File: src/rtl/alu_pkg.sv
// Shared ALU definitions: mode encodings and the amount-width helper.
package alu_pkg;

    typedef logic [1:0] alu_mode_t;

    localparam alu_mode_t MODE_ROR = 2'd0;
    localparam alu_mode_t MODE_ROL = 2'd1;
    localparam alu_mode_t MODE_SRL = 2'd2;
    localparam alu_mode_t MODE_SRA = 2'd3;

    // Bits needed to express an amount for a given operand width, never less than 1.
    function automatic int amt_width(input int width);
        return ($clog2(width) < 1) ? 1 : $clog2(width);
    endfunction

endpackage

File: src/rtl/alu_rotshift_core.sv
// Combinational log2 barrel network: rotate/shift a by normalised amount n.
// sat marks a shift whose requested amount reached WIDTH or more.
module alu_rotshift_core
    import alu_pkg::*;
#(
    parameter int WIDTH = 7,
    parameter int AMT_W = amt_width(WIDTH)
) (
    input  logic [WIDTH-1:0] a,
    input  logic [AMT_W-1:0] n,
    input  logic [1:0]       mode,
    input  logic             sat,
    output logic [WIDTH-1:0] r,
    output logic             carry
);

    // Bit shifted in from the top for right shifts: sign for SRA, zero otherwise.
    logic fill;
    assign fill = (mode == MODE_SRA) && a[WIDTH-1];

    genvar gi;
    generate
        for (gi = 0; gi < AMT_W; gi++) begin : g_stage
            localparam int SH = (1 << gi) % WIDTH;
            logic [WIDTH-1:0] din;
            logic [WIDTH-1:0] dout;

            if (gi == 0) begin : g_first
                assign din = a;
            end else begin : g_chain
                assign din = g_stage[gi-1].dout;
            end

            // Each stage moves the word by 2^gi when the matching amount bit is set.
            always_comb begin
                dout = din;
                if (n[gi]) begin
                    for (int j = 0; j < WIDTH; j++) begin
                        case (mode)
                            MODE_ROR: dout[j] = din[(j + SH) % WIDTH];
                            MODE_ROL: dout[j] = din[(j + WIDTH - SH) % WIDTH];
                            default:  dout[j] = ((j + SH) < WIDTH) ? din[(j + SH) % WIDTH] : fill;
                        endcase
                    end
                end
            end
        end
    endgenerate

    assign r = sat ? {WIDTH{fill}} : g_stage[AMT_W-1].dout;

    // Carry is the last bit moved across the edge; no movement means no carry.
    always_comb begin
        carry = 1'b0;
        case (mode)
            MODE_ROR: carry = (n != '0) && r[WIDTH-1];
            MODE_ROL: carry = (n != '0) && r[0];
            default: begin
                if (sat) begin
                    carry = fill;
                end else begin
                    for (int j = 0; j < WIDTH; j++) begin
                        if (32'(n) == j + 1) begin
                            carry = a[j];
                        end
                    end
                end
            end
        endcase
    end

endmodule

File: src/rtl/alu_rotshift_pipe.sv
// Two-stage rotate/shift ALU op with valid/ready handshake and full backpressure.
// S1 holds the operand and normalised amount, S2 holds result and flags.
module alu_rotshift_pipe
    import alu_pkg::*;
#(
    parameter int WIDTH = 7,
    parameter int AMT_W = amt_width(WIDTH)
) (
    input  logic             clk,
    input  logic             rst_n,
    input  logic             in_valid,
    output logic             in_ready,
    input  logic [WIDTH-1:0] in_a,
    input  logic [AMT_W-1:0] in_amt,
    input  logic [1:0]       in_mode,
    output logic             out_valid,
    input  logic             out_ready,
    output logic [WIDTH-1:0] out_r,
    output logic             out_zero,
    output logic             out_carry
);

    logic             s1_v_reg;
    logic [WIDTH-1:0] s1_a_reg;
    logic [AMT_W-1:0] s1_n_reg;
    logic [1:0]       s1_mode_reg;
    logic             s1_sat_reg;

    logic             s2_v_reg;
    logic [WIDTH-1:0] s2_r_reg;
    logic             s2_zero_reg;
    logic             s2_carry_reg;

    logic             s1_load;
    logic             s2_load;
    logic [AMT_W-1:0] n_next;
    logic             sat_next;
    logic [WIDTH-1:0] core_r;
    logic             core_carry;

    assign s2_load  = !s2_v_reg || out_ready;
    assign s1_load  = !s1_v_reg || s2_load;
    assign in_ready = s1_load;

    // Rotates wrap the amount modulo WIDTH; shifts flag saturation instead.
    always_comb begin
        n_next   = in_amt;
        sat_next = 1'b0;
        if (!in_mode[1]) begin
            n_next = AMT_W'(32'(in_amt) % 32'(WIDTH));
        end else if (32'(in_amt) >= 32'(WIDTH)) begin
            n_next   = '0;
            sat_next = 1'b1;
        end
    end

    // Stage 1: capture an accepted operation; hold contents while stalled.
    always_ff @(posedge clk or negedge rst_n) begin
        if (!rst_n) begin
            s1_v_reg    <= 1'b0;
            s1_a_reg    <= '0;
            s1_n_reg    <= '0;
            s1_mode_reg <= MODE_ROR;
            s1_sat_reg  <= 1'b0;
        end else if (s1_load) begin
            s1_v_reg <= in_valid;
            if (in_valid) begin
                s1_a_reg    <= in_a;
                s1_n_reg    <= n_next;
                s1_mode_reg <= in_mode;
                s1_sat_reg  <= sat_next;
            end
        end
    end

    alu_rotshift_core #(
        .WIDTH (WIDTH),
        .AMT_W (AMT_W)
    ) u_core (
        .a     (s1_a_reg),
        .n     (s1_n_reg),
        .mode  (s1_mode_reg),
        .sat   (s1_sat_reg),
        .r     (core_r),
        .carry (core_carry)
    );

    // Stage 2: register result and flags; output stays frozen until consumed.
    always_ff @(posedge clk or negedge rst_n) begin
        if (!rst_n) begin
            s2_v_reg     <= 1'b0;
            s2_r_reg     <= '0;
            s2_zero_reg  <= 1'b0;
            s2_carry_reg <= 1'b0;
        end else if (s2_load) begin
            s2_v_reg <= s1_v_reg;
            if (s1_v_reg) begin
                s2_r_reg     <= core_r;
                s2_zero_reg  <= (core_r == '0);
                s2_carry_reg <= core_carry;
            end
        end
    end

    assign out_valid = s2_v_reg;
    assign out_r     = s2_r_reg;
    assign out_zero  = s2_zero_reg;
    assign out_carry = s2_carry_reg;

endmodule

File: config.mk
export PLATFORM = sky130hd
export DESIGN_NAME = alu_rotshift_pipe
export DESIGN_NICKNAME = d
export VERILOG_FILES = /design/src/rtl/alu_pkg.sv /design/src/rtl/alu_rotshift_core.sv /design/src/rtl/alu_rotshift_pipe.sv
export SDC_FILE = /design/constraint.sdc
export NUM_CORES = 1
export LEC_CHECK = 0
export BUFFER_PORTS_ARGS = -buffer_cell sky130_fd_sc_hd__buf_2
export CAP_MARGIN = 15
export CORE_ASPECT_RATIO = 0.5
export CORE_MARGIN = 3
export CORE_UTILIZATION = 44
export CTS_CLUSTER_DIAMETER = 30
export DETAILED_ROUTE_END_ITERATION = 10
export MAX_ROUTING_LAYER = met4
export RECOVER_POWER = 25
export SLEW_MARGIN = 20
export SYNTH_ARGS = -nofsm -noshare
export SYNTH_HDL_FRONTEND = slang
export SYNTH_SLANG_ARGS = --single-unit
export TNS_END_PERCENT = 20
File: constraint.sdc
create_clock -name clk -period 2.45 [get_ports clk]
set_input_delay 0.245 -clock clk [delete_from_list [all_inputs] [get_ports clk]]
set_output_delay 0.245 -clock clk [all_outputs]
set_load 0.02 [all_outputs]
==> flow_summary_export.csv <==
group,metric,value,unit
route,wirelength,5255,um
global_routing,grtUsageTotal,0.2228,
cells_and_area,layout.nets,273,
setup_path,arrival,2.53,ns
floorplan,ios,27,
power,ir_drop,0.3577,mV
clock_network,cts-buffers-inserted,3,
cells_and_area,areaGrowthSynthToFinish,15.88,%
global_routing,grt_pass1_wl,8811,um
timing,slew_headroom,0.1140,
placement,numPortBuffers,26,
timing,fin_setup_tns,0,ns
logic_synthesis,syn_avg_cell_area,8.719,um2
run,cap_viol_max_count,0,
global_routing,grt_remaining_overflow,0,
status,status,"finished, final reports clean",
route,ant_nets,0,
clock_network,post-cts-setup-buffers,0,
floorplan,core,4084,um2
setup_path,slowest_stage,"dfrtp_1",
timing,max_slew.worst_pin.slew,1.329,ns
setup_path,crit_chain,"buf_4 > mux2_2 > a2111oi_4 > a21oi_2 > a221o_1 > nor4_1 > a22o_1",
clock_network,clock_insertion_delay_worst_skew,0.28,ns
power,p_per_area,797.9,nW/um2
setup_path,reg2reg_depth,7,
logic_synthesis,yosysWarnings,0,
logic_synthesis,synth_cell_types,59,
cells_and_area,finalNonFillerCells,309,
route,initialDrtViolationCount,188,
timing,timing.fmax,0.4340,GHz
hold_path,min_from,"in_valid",
floorplan,dieArea,5345,um2
setup_path,crit_required,2.67,ns
setup_path,path_max_fanout,7,
timing,period_needed,2.304,ns
setup_path,cp-startpoint,"s1_mode_reg[0]$_DFFE_PN0P_",
floorplan,die_y,53.22,um
clock_network,cts_max_level,1,
logic_synthesis,synthArstFlopShare,1.000,
cells_and_area,antenna_cells,0,
global_routing,grt_max_degree,25,
logic_synthesis,synth_nets,242,
logic_synthesis,netlist_area,1962,um2
route,drt-wirelength-per-cell,17.01,um
placement,place_hpwl,4001,um
hold_path,hold_class,"in -> reg",
timing,drv_slew,0,
global_routing,antenna_found_initial,0,
setup_path,critPathMaxStageDelay,0.41,ns
logic_synthesis,synthCells,225,
global_routing,grt_pass1_vias,1700,
logic_synthesis,ys.flop_type,"dfrtp_1",
route,first_pass_iters,4,
timing,hold_slack,0.1663,ns
logic_synthesis,synth_edf_count,0,
setup_path,startpoint_type,"register",
setup_path,endpoint_kind,"register",
logic_synthesis,synth_top_area_share,0.3061,
placement,place_inst,304,
timing,timing.final.crit_share,0.9405,
placement,place.gp.congestion,0.9688,
timing,setup_viol_count_final,0,
floorplan,initial_core_util,0.4804,
route,vias,1830,
floorplan,die_x,100.4,um
timing,finalHoldViolations,0,
logic_synthesis,synth_seq_cells,24,
power,leakagePower,1.002,nW
setup_path,crit_type,"reg -> reg",
logic_synthesis,ys_seq_area_frac,0.3061,
floorplan,placementRows,16,
clock_network,cts_sinks,24,
clock_network,cts_tree,"done",
clock_network,clkTransAtPathRegs,0.09,ns
logic_synthesis,synth_largest_area_cell,"dfrtp_1",
route,remaining_drc_errors,0,
cells_and_area,drive_gt1_frac,0.2980,
logic_synthesis,yosys-top-cells-area,"dfrtp_1, mux2_2, nand2_1",
clock_network,cts.root.buffer_cell,"clkbuf_8",
route,via_per_inst,5.922,
setup_path,r2r-start,"s1_mode_reg[0]$_DFFE_PN0P_",
timing,fin_skew,0.004313,ns
hold_path,hold_path_depth,2,
timing,grt_setup_unrepaired,"false",
clock_network,cts_buffer_depth,2,
routing by layer:
metal	GRT usage	wire, um	part of all wire
met5	-	0	0
met3	0.04079	423	0.080
met4	0.04251	25	0.0048
met1	0.3451	2712	0.52
met2	0.2961	2094	0.40
worst paths after layout:
kind | endpoint | slack (ns)
worst max-delay path | out_zero$_DFFE_PN0P_ | 0.15
worst min-delay path | s1_v_reg$_DFFE_PN0N_ | 0.17
worst max register to register | out_zero$_DFFE_PN0P_ | 0.15
worst min register to register | out_r[3]$_DFFE_PN0P_ | 0.48
max in group asynchronous | s1_n_reg[0]$_DFFE_PN0P_ | 0.80
min in group asynchronous | out_r[0]$_DFFE_PN0P_ | 0.78
stage by stage:
stage | cell area, um2 | setup slack (ns) | util | total power [mW]
after CTS | 2273 | 0.1010 | 0.5567 | 1.810
after global placement | 2186 | 0.01601 | 0.5352 | 1.436
after detailed placement | 2186 | 0.04659 | 0.5352 | 1.441
final | 2273 | 0.1458 | 0.5567 | 1.814
after floorplan | 1962 | 0.4565 | - | 1.173
after global routing | 2273 | 0.0008653 | 0.5567 | 1.940
cell usage after synthesis (3+ instances only):
master and count:
inv_1 5, o22a_1 4, clkbuf_1 7, buf_4 3, nor4_1 3, nor2_1 13, a31oi_1 3, buf_6 3
buf_2 6, nor2b_1 3, mux2i_1 10, nand2_1 32, dfrtp_1 24, mux2_2 11, a22oi_1 3, a21oi_1 15
nand3_1 6, nor3_1 3, nand2b_1 9, and3_1 3, o21ai_0 11
cell type report:
| class | count | area (um2) |
|---|---|---|
| repair buffers | 46 | 281.5 |
| fillers | 383 | 1810 |
| multi-input cells | 175 | 1229 |
| clock inverters | 1 | 30.03 |
| clock buffers | 3 | 41.29 |
| flip-flops and latches | 24 | 601.8 |
| inverters | 6 | 22.52 |
| well taps | 54 | 67.56 |
critical path: cells and delay by family (launching register included):
| family | cells | cell delay [ns] |
|---|---|---|
| multiplexers | 1 | 0.36 |
| AO/OA/AOI/OAI | 4 | 1.01 |
| flip-flops | 1 | 0.41 |
| buffers and inverters | 1 | 0.17 |
| AND/OR/NAND/NOR | 1 | 0.31 |
placed cells by master (no fill, tap or decap), types with 2 or more instances in the layout:
master     instances
mux2_2            11
or3_1              2
nor2b_1            3
buf_2             25
and3_1             3
nor3_1             3
mux2i_1           10
a2111oi_0          2
inv_1              5
o21bai_1           2
a22o_1             2
o21ai_0           11
buf_4             19
a22oi_1            3
nor4_1             2
nand3_1            6
a21oi_1           15
nand2_1           32
clkbuf_8           3
nand2b_1           9
a221oi_1           2
nand3b_1           2
a31oi_1            3
a211oi_1           2
o22a_1             4
mux4_2             2
nor4_2             2
nor2_1            13
or2_2              2
o32a_1             2
dfrtp_1           23
kinds of logic (layout without fill, tap and decap cells):
kind of cell	after synthesis	after routing	share of synthesized area
AND/OR/NAND/NOR	84	84	0.2143
AO/OA/AOI/OAI	67	67	0.2653
buffers and inverters	26	56	0.07079
flip-flops	24	24	0.3061
multiplexers	23	23	0.1371
adder cells (fa/ha/maj)	1	1	0.006377
power breakdown:
part / total [mW] / internal (mW) / leakage, nW / switching, mW
Clock: 0.360 / 0.219 / 0.0357 / 0.141
Sequential: 0.589 / 0.477 / 0.285 / 0.112
Combinational: 0.865 / 0.390 / 0.682 / 0.475
Total: 1.81 / 1.09 / 1.00 / 0.728
timing repair:
action | in CTS | in global routing
endpoints found under the setup margin | 1 | 2
pin swaps | 0 | 0
gates resized for setup | 1 | 1
hold buffers | 1 | 0
endpoints found under the hold margin | 24 | 0
Power figures use the tool's default switching activity.
